[src/rtl/apb_uart_arbiter_if.sv]
// apb_uart_arbiter_if: command side of the shared MasterAPB plus the APB handshake seen on the bus
interface apb_uart_arbiter_if #(
   parameter int ADDR_W = 32,
   parameter int DATA_W = 32
);
   logic              m_transfer;
   logic              m_read_write;
   logic [ADDR_W-1:0] m_addr;
   logic [DATA_W-1:0] m_wdata;
   logic              PENABLE;
   logic              PREADY;
   logic [DATA_W-1:0] PRDATA;
   modport master (output m_transfer, m_read_write, m_addr, m_wdata, input PENABLE, PREADY, PRDATA);
   modport slave (input m_transfer, m_read_write, m_addr, m_wdata, output PENABLE, PREADY, PRDATA);
endinterface

[src/rtl/apb_uart_arbiter.sv]
// apb_uart_arbiter: round-robin two-client front end for one MasterAPB, one transfer per grant, with timeout
module apb_uart_arbiter #(
   parameter int ADDR_W  = 32,
   parameter int DATA_W  = 32,
   parameter int TIMEOUT = 255,
   parameter int CNT_W   = 8
) (
   input  logic              PCLK,
   input  logic              PRESTn,
   input  logic              req0,
   input  logic              rw0,
   input  logic [ADDR_W-1:0] addr0,
   input  logic [DATA_W-1:0] wdata0,
   output logic              gnt0,
   output logic              done0,
   output logic              err0,
   output logic [DATA_W-1:0] rdata0,
   input  logic              req1,
   input  logic              rw1,
   input  logic [ADDR_W-1:0] addr1,
   input  logic [DATA_W-1:0] wdata1,
   output logic              gnt1,
   output logic              done1,
   output logic              err1,
   output logic [DATA_W-1:0] rdata1,
   apb_uart_arbiter_if.master m
);
   typedef enum logic [1:0] {IDLE, WAIT, RECOVER} state_t;
   state_t state, state_nx;
   logic last_gnt, cur, win, fire, tout, any_req;
   logic [CNT_W-1:0] timer;
   assign any_req = req0 || req1;
   assign win     = (req0 && req1) ? ~last_gnt : req1;
   assign fire    = m.PENABLE && m.PREADY;
   assign tout    = timer == CNT_W'(TIMEOUT - 1);
   // state register
   always_ff @(posedge PCLK or negedge PRESTn) begin
      if (!PRESTn) state <= IDLE;
      else state <= state_nx;
   end
   // next-state: grant on any request, leave WAIT on completion or timeout, one RECOVER cycle
   always_comb begin
      state_nx = state;
      case (state)
         IDLE:    state_nx = any_req ? WAIT : IDLE;
         WAIT:    state_nx = (fire || tout) ? RECOVER : WAIT;
         default: state_nx = IDLE;
      endcase
   end
   // registered outputs: latch winner fields on grant, report completion or abort to the owner only
   always_ff @(posedge PCLK or negedge PRESTn) begin
      if (!PRESTn) begin
         gnt0 <= 1'b0; done0 <= 1'b0; err0 <= 1'b0; rdata0 <= '0;
         gnt1 <= 1'b0; done1 <= 1'b0; err1 <= 1'b0; rdata1 <= '0;
         m.m_transfer <= 1'b0; m.m_read_write <= 1'b0; m.m_addr <= '0; m.m_wdata <= '0;
         last_gnt <= 1'b1; cur <= 1'b0; timer <= '0;
      end else begin
         gnt0 <= 1'b0; gnt1 <= 1'b0; done0 <= 1'b0; done1 <= 1'b0; err0 <= 1'b0; err1 <= 1'b0;
         case (state)
            IDLE: if (any_req) begin
               cur <= win;
               last_gnt <= win;
               timer <= '0;
               m.m_transfer <= 1'b1;
               m.m_read_write <= win ? rw1 : rw0;
               m.m_addr <= win ? addr1 : addr0;
               m.m_wdata <= win ? wdata1 : wdata0;
               gnt0 <= !win;
               gnt1 <= win;
            end
            WAIT: if (fire || tout) begin
               m.m_transfer <= 1'b0;
               if (cur) begin
                  done1 <= 1'b1;
                  err1 <= !fire;
                  if (!fire) rdata1 <= '0;
                  else if (!m.m_read_write) rdata1 <= m.PRDATA;
               end else begin
                  done0 <= 1'b1;
                  err0 <= !fire;
                  if (!fire) rdata0 <= '0;
                  else if (!m.m_read_write) rdata0 <= m.PRDATA;
               end
            end else timer <= timer + 1'b1;
            default: ;
         endcase
      end
   end
endmodule

[src/flat_wrapper.sv]
// flat-port wrapper written by rule: the top's interface ports become plain ports
module apb_uart_arbiter_flat 
#(
   parameter int ADDR_W  = 32,
   parameter int DATA_W  = 32,
   parameter int TIMEOUT = 255,
   parameter int CNT_W   = 8
)
  (PCLK, PRESTn, req0, rw0, addr0, wdata0, gnt0, done0, err0, rdata0, req1, rw1, addr1, wdata1, gnt1, done1, err1, rdata1, m_m_transfer, m_m_read_write, m_m_addr, m_m_wdata, m_PENABLE, m_PREADY, m_PRDATA);
  apb_uart_arbiter_if #(.ADDR_W(ADDR_W), .DATA_W(DATA_W)) m_i ();
  input  logic PCLK;
  input  logic PRESTn;
  input  logic req0;
  input  logic rw0;
  input  logic [ADDR_W-1:0] addr0;
  input  logic [DATA_W-1:0] wdata0;
  output logic gnt0;
  output logic done0;
  output logic err0;
  output logic [DATA_W-1:0] rdata0;
  input  logic req1;
  input  logic rw1;
  input  logic [ADDR_W-1:0] addr1;
  input  logic [DATA_W-1:0] wdata1;
  output logic gnt1;
  output logic done1;
  output logic err1;
  output logic [DATA_W-1:0] rdata1;
  output wire logic [$bits(m_i.m_transfer)-1:0] m_m_transfer;
  output wire logic [$bits(m_i.m_read_write)-1:0] m_m_read_write;
  output wire logic [$bits(m_i.m_addr)-1:0] m_m_addr;
  output wire logic [$bits(m_i.m_wdata)-1:0] m_m_wdata;
  input wire logic [$bits(m_i.PENABLE)-1:0] m_PENABLE;
  input wire logic [$bits(m_i.PREADY)-1:0] m_PREADY;
  input wire logic [$bits(m_i.PRDATA)-1:0] m_PRDATA;
  assign m_m_transfer = m_i.m_transfer;
  assign m_m_read_write = m_i.m_read_write;
  assign m_m_addr = m_i.m_addr;
  assign m_m_wdata = m_i.m_wdata;
  assign m_i.PENABLE = m_PENABLE;
  assign m_i.PREADY = m_PREADY;
  assign m_i.PRDATA = m_PRDATA;
  apb_uart_arbiter #(.ADDR_W(ADDR_W), .DATA_W(DATA_W), .TIMEOUT(TIMEOUT), .CNT_W(CNT_W)) u_core (.PCLK(PCLK), .PRESTn(PRESTn), .req0(req0), .rw0(rw0), .addr0(addr0), .wdata0(wdata0), .gnt0(gnt0), .done0(done0), .err0(err0), .rdata0(rdata0), .req1(req1), .rw1(rw1), .addr1(addr1), .wdata1(wdata1), .gnt1(gnt1), .done1(done1), .err1(err1), .rdata1(rdata1), .m(m_i));
endmodule
[config.mk]
export PLATFORM = sky130hd
export DESIGN_NAME = apb_uart_arbiter_flat
export DESIGN_NICKNAME = d
export VERILOG_FILES = /design/src/rtl/apb_uart_arbiter_if.sv /design/src/rtl/apb_uart_arbiter.sv /design/src/flat_wrapper.sv
export SDC_FILE = /design/constraint.sdc
export NUM_CORES = 1
export LEC_CHECK = 0
export CAP_MARGIN = 5
export CORE_UTILIZATION = 30
export DETAILED_ROUTE_END_ITERATION = 10
export GPL_ROUTABILITY_DRIVEN = 0
export RECOVER_POWER = 25
export SYNTH_ARGS = -nofsm -noshare
export SYNTH_HDL_FRONTEND = slang
export SYNTH_SLANG_ARGS = --single-unit
[constraint.sdc]
create_clock -name PCLK -period 3.1 [get_ports PCLK]
set_input_delay 0.465 -clock PCLK [delete_from_list [all_inputs] [get_ports PCLK]]
set_output_delay 0.465 -clock PCLK [all_outputs]
set_load 0.01 [all_outputs]
==> results.md <==
* Outcome: finished with violations
* Failing checks: capacitance limit, slew limit
* Total track usage at 0.198
* Dominant cell type by area after synthesis: dfrtp_1
* Initial DRT Pass Iterations at 4
* # IOs at 304
* Maximum vdd ir drop at 0.500 mV
* Synth top area share at 0.626
* Count of standard-cell rows at 50
* Post-Syn Area at 5870 um^2
* Leak at 0.00459 uW
* Hold depth at 1
* Unique masters post-synth at 32
* Synth top area cells: dfrtp_1 63%, a22o_1 19%, a21o_1 8.6%
* Cell with the most instances after synthesis: dfrtp_1
* Initial DRC Count at approximately 220
* Final setup vio count at 0
* Ys Warns at 0
* Final Max Slew Viols at 75
* Top Family by Delay on Critical Path: buffers and inverters
* Storage cell area at 3700 um^2
* WP depth at 1
* Pwr dens at 1030 nW/um^2
* FF-to-FF path depth at 6
* N_diodes at 0
* Fin area at 9880 um^2
* CTS Root Cell: clkbuf_16
* Global route overflow at 0
* Setup Buffers After CTS at 0
* Worst relative slew slack at -0.301
* Share of power burned in registers at 0.334
* Setup_tns at 0 ns
* Hold path start: u_core.rdata0[30]
* Initial antenna violation count at 0
* Area of the multi-input gates at a little over 2000 um^2
* Core Footprint at between 15000 and 20000 um^2
* Vias/cell at 5.14
* Vias in the first global route at 5394
* Worst hold path type: reg -> reg
* Nets at between 900 and 1000
* Wire per inst at 19.8 um
* Largest net degree at the start of global routing at 76
* Clk Latency, worst-skew pair at 0.41 ns
* Area after DPL at 9220 um^2
* Max clock buf depth at 2
* TritonCTS clock tree: built
* Routed Antenna Nets at 0
* Worst r2r dst: u_core.timer[5]
* Hpwl dp at around 14 mm
* Top_reg_cell synth: dfrtp_1
* Routed vias at 5203
* Gate Count Post-Synth at 444
* Die span in x at 142 um
* PortBufs at 303
* Worst Setup End Kind: output pin
* Max_cap viols at 1
* Syn Area/Cell at 13.2 um^2
* Final cycle utilization of the critical path at 0.661
* Worst-Margin Slew at between 1.5 and 2 ns
* Hold Path End: u_core.rdata0[30]
* Share of post-route cells with drive strength above 1 at 0.0678
* Switching share of power at 0.319
* Die Y-Extent at 142 um
* Worst path arrival time at 1.58 ns
* Sequential share of the synthesized area at 0.631
* Drt total wl at 20.0 mm
* Internal power at 6930 uW
* Clock power share at 0.229
* Syn_nets at between 600 and 700
* Final Skew at 0.00949 ns
* RSZ-0062 raised after global routing: false
* Area grow syn2layout at 68.3%
* Cell at the slowest stage of the critical path: clkdlybuf4s50_1
* CP required at 2.63 ns
* Fill cell total of the finished layout at approximately 1700
* Critical path type: reg -> out
* Num CTS Buffers at 17
* CP Cell Sequence: clkdlybuf4s50_1
* CP Launch Type: flop
* Reg2reg setup slack at around 1.1 ns
* Clock slew at reported path FFs at around 0.060 ns
* Initial core utilization at 0.310
* Clk sink count at between 100 and 150
* Residual DRC at 0
* Max stage delay on crit path at 0.65 ns
* Number of gates resized after cts at 0
* Fin crit period at 2.05 ns
* EDFF count, synth at 0
* Synth cell count leaders: 147 x dfrtp_1, 129 x a22o_1, 67 x a21o_1, 25 x clkbuf_1, 10 x nand3_1
* Worst reg2reg path startpoint: u_core.timer[0]
* H-tree levels at 4
* Ys async rst share at 1.00
* Crit-path max FO at 4
* Hold Vio Cnt, Final at 0
* Gate power share at 0.437
* Fmax at 488 MHz
* Register bit total from synthesis at 148
* Psw at 3250 uW
* First-pass GRT wire length at 30.1 mm
* Worst path buffer plus inverter count at 1
* Post-CTS Hold Fix Bufs at 0
* Die area at a little over 20000 um^2
[cell type report]
class,count,area share
tap,260,0.0329
timing repair buffer,313,0.317
inverter,6,0.00228
multi-input combinational,253,0.206
clock inverter,13,0.0224
clock buffer,19,0.0448
sequential,148,0.375
[power groups by stage]
stage | registers, uW | logic [uW] | clock network [uW]
after floorplan | 3740 | 1640 | 0
after global placement | 3380 | 4410 | 0
after detailed placement | 3400 | 4470 | 0
after CTS | 3400 | 4510 | 2370
after global routing | 3510 | 4770 | 2470
final | 3400 | 4450 | 2330
[cells in the final DEF (no fill, tap or decap), types with 2 or more instances in the layout]
cell	n
clkdlybuf4s50_1	302
dfrtp_1	147
a22o_1	129
a21o_1	67
clkbuf_16	17
nand3_1	10
buf_4	8
nor2_1	6
o21ai_0	5
inv_1	5
bufinv_16	5
nand2_1	4
clkinv_4	4
nand4_1	3
nor3_1	3
a21oi_1	3
nor4_4	2
a21boi_0	2
a2bb2oi_1	2
ha_1	2
inv_6	2
buf_12	2
[flip-flops by register name, summed over array words and instances, names as in the netlist]
name	cells
u_core.m.m_read_write	1
u_core.done1	1
u_core.m.m_transfer	1
u_core.rdata0	32
u_core.m.m_wdata	32
u_core.timer	8
u_core.state	2
u_core.cur	1
u_core.rdata1	32
u_core.m.m_addr	32
u_core.last_gnt	1
u_core.done0	1
u_core.err1	1
u_core.gnt1	1
u_core.err0	1
u_core.gnt0	1
[through the flow]
step | util | hold slack [ns] | std cells | total power, uW | setup slack [ns]
final | 0.521 | 0.496 | 1012 | 10200 | 1.05
after CTS | 0.522 | 0.0973 | 1012 | 10300 | 1.01
after global placement | 0.486 | 0.483 | 980 | 7790 | 0.936
after floorplan | - | 0.169 | 444 | 5380 | 1.46
after detailed placement | 0.486 | 0.481 | 980 | 7870 | 0.889
after global routing | 0.521 | 0.507 | 1012 | 10700 | 0.825
[worst max path at each step]
| stage | to | startpoint | slack [ns] |
|---|---|---|---|
| 6_report | m_m_read_write | u_core.m.m_read_write | 1.05 |
| 5_1_grt | u_core.timer[5] | u_core.timer[0] | 0.82 |
| 4_1_cts | m_m_read_write | u_core.m.m_read_write | 1.01 |
| 3_5_place_dp | u_core.m.m_addr[22] | req1 | 0.89 |
| 3_3_place_gp | u_core.m.m_wdata[22] | req1 | 0.94 |
| 2_1_floorplan | u_core.m.m_wdata[10] | u_core.last_gnt | 1.46 |
[per-layer routing]
layer  wire length [um]  GRT usage  part of all wire
met1               8170      0.242              0.41
met2               9850      0.327              0.49
met3               1840     0.0773             0.092
met4                164     0.0481            0.0082
met5                  0          0                 0
[logic make-up after synthesis]
family	Yosys count	synth area share
compound gates	215	0.298
xor+xnor	1	0.00149
fa+ha+maj	2	0.00426
buf+inv	43	0.0286
flops	148	0.631
mux	1	0.00170
simple gates	34	0.0347
(Power assumes the default switching activity.)
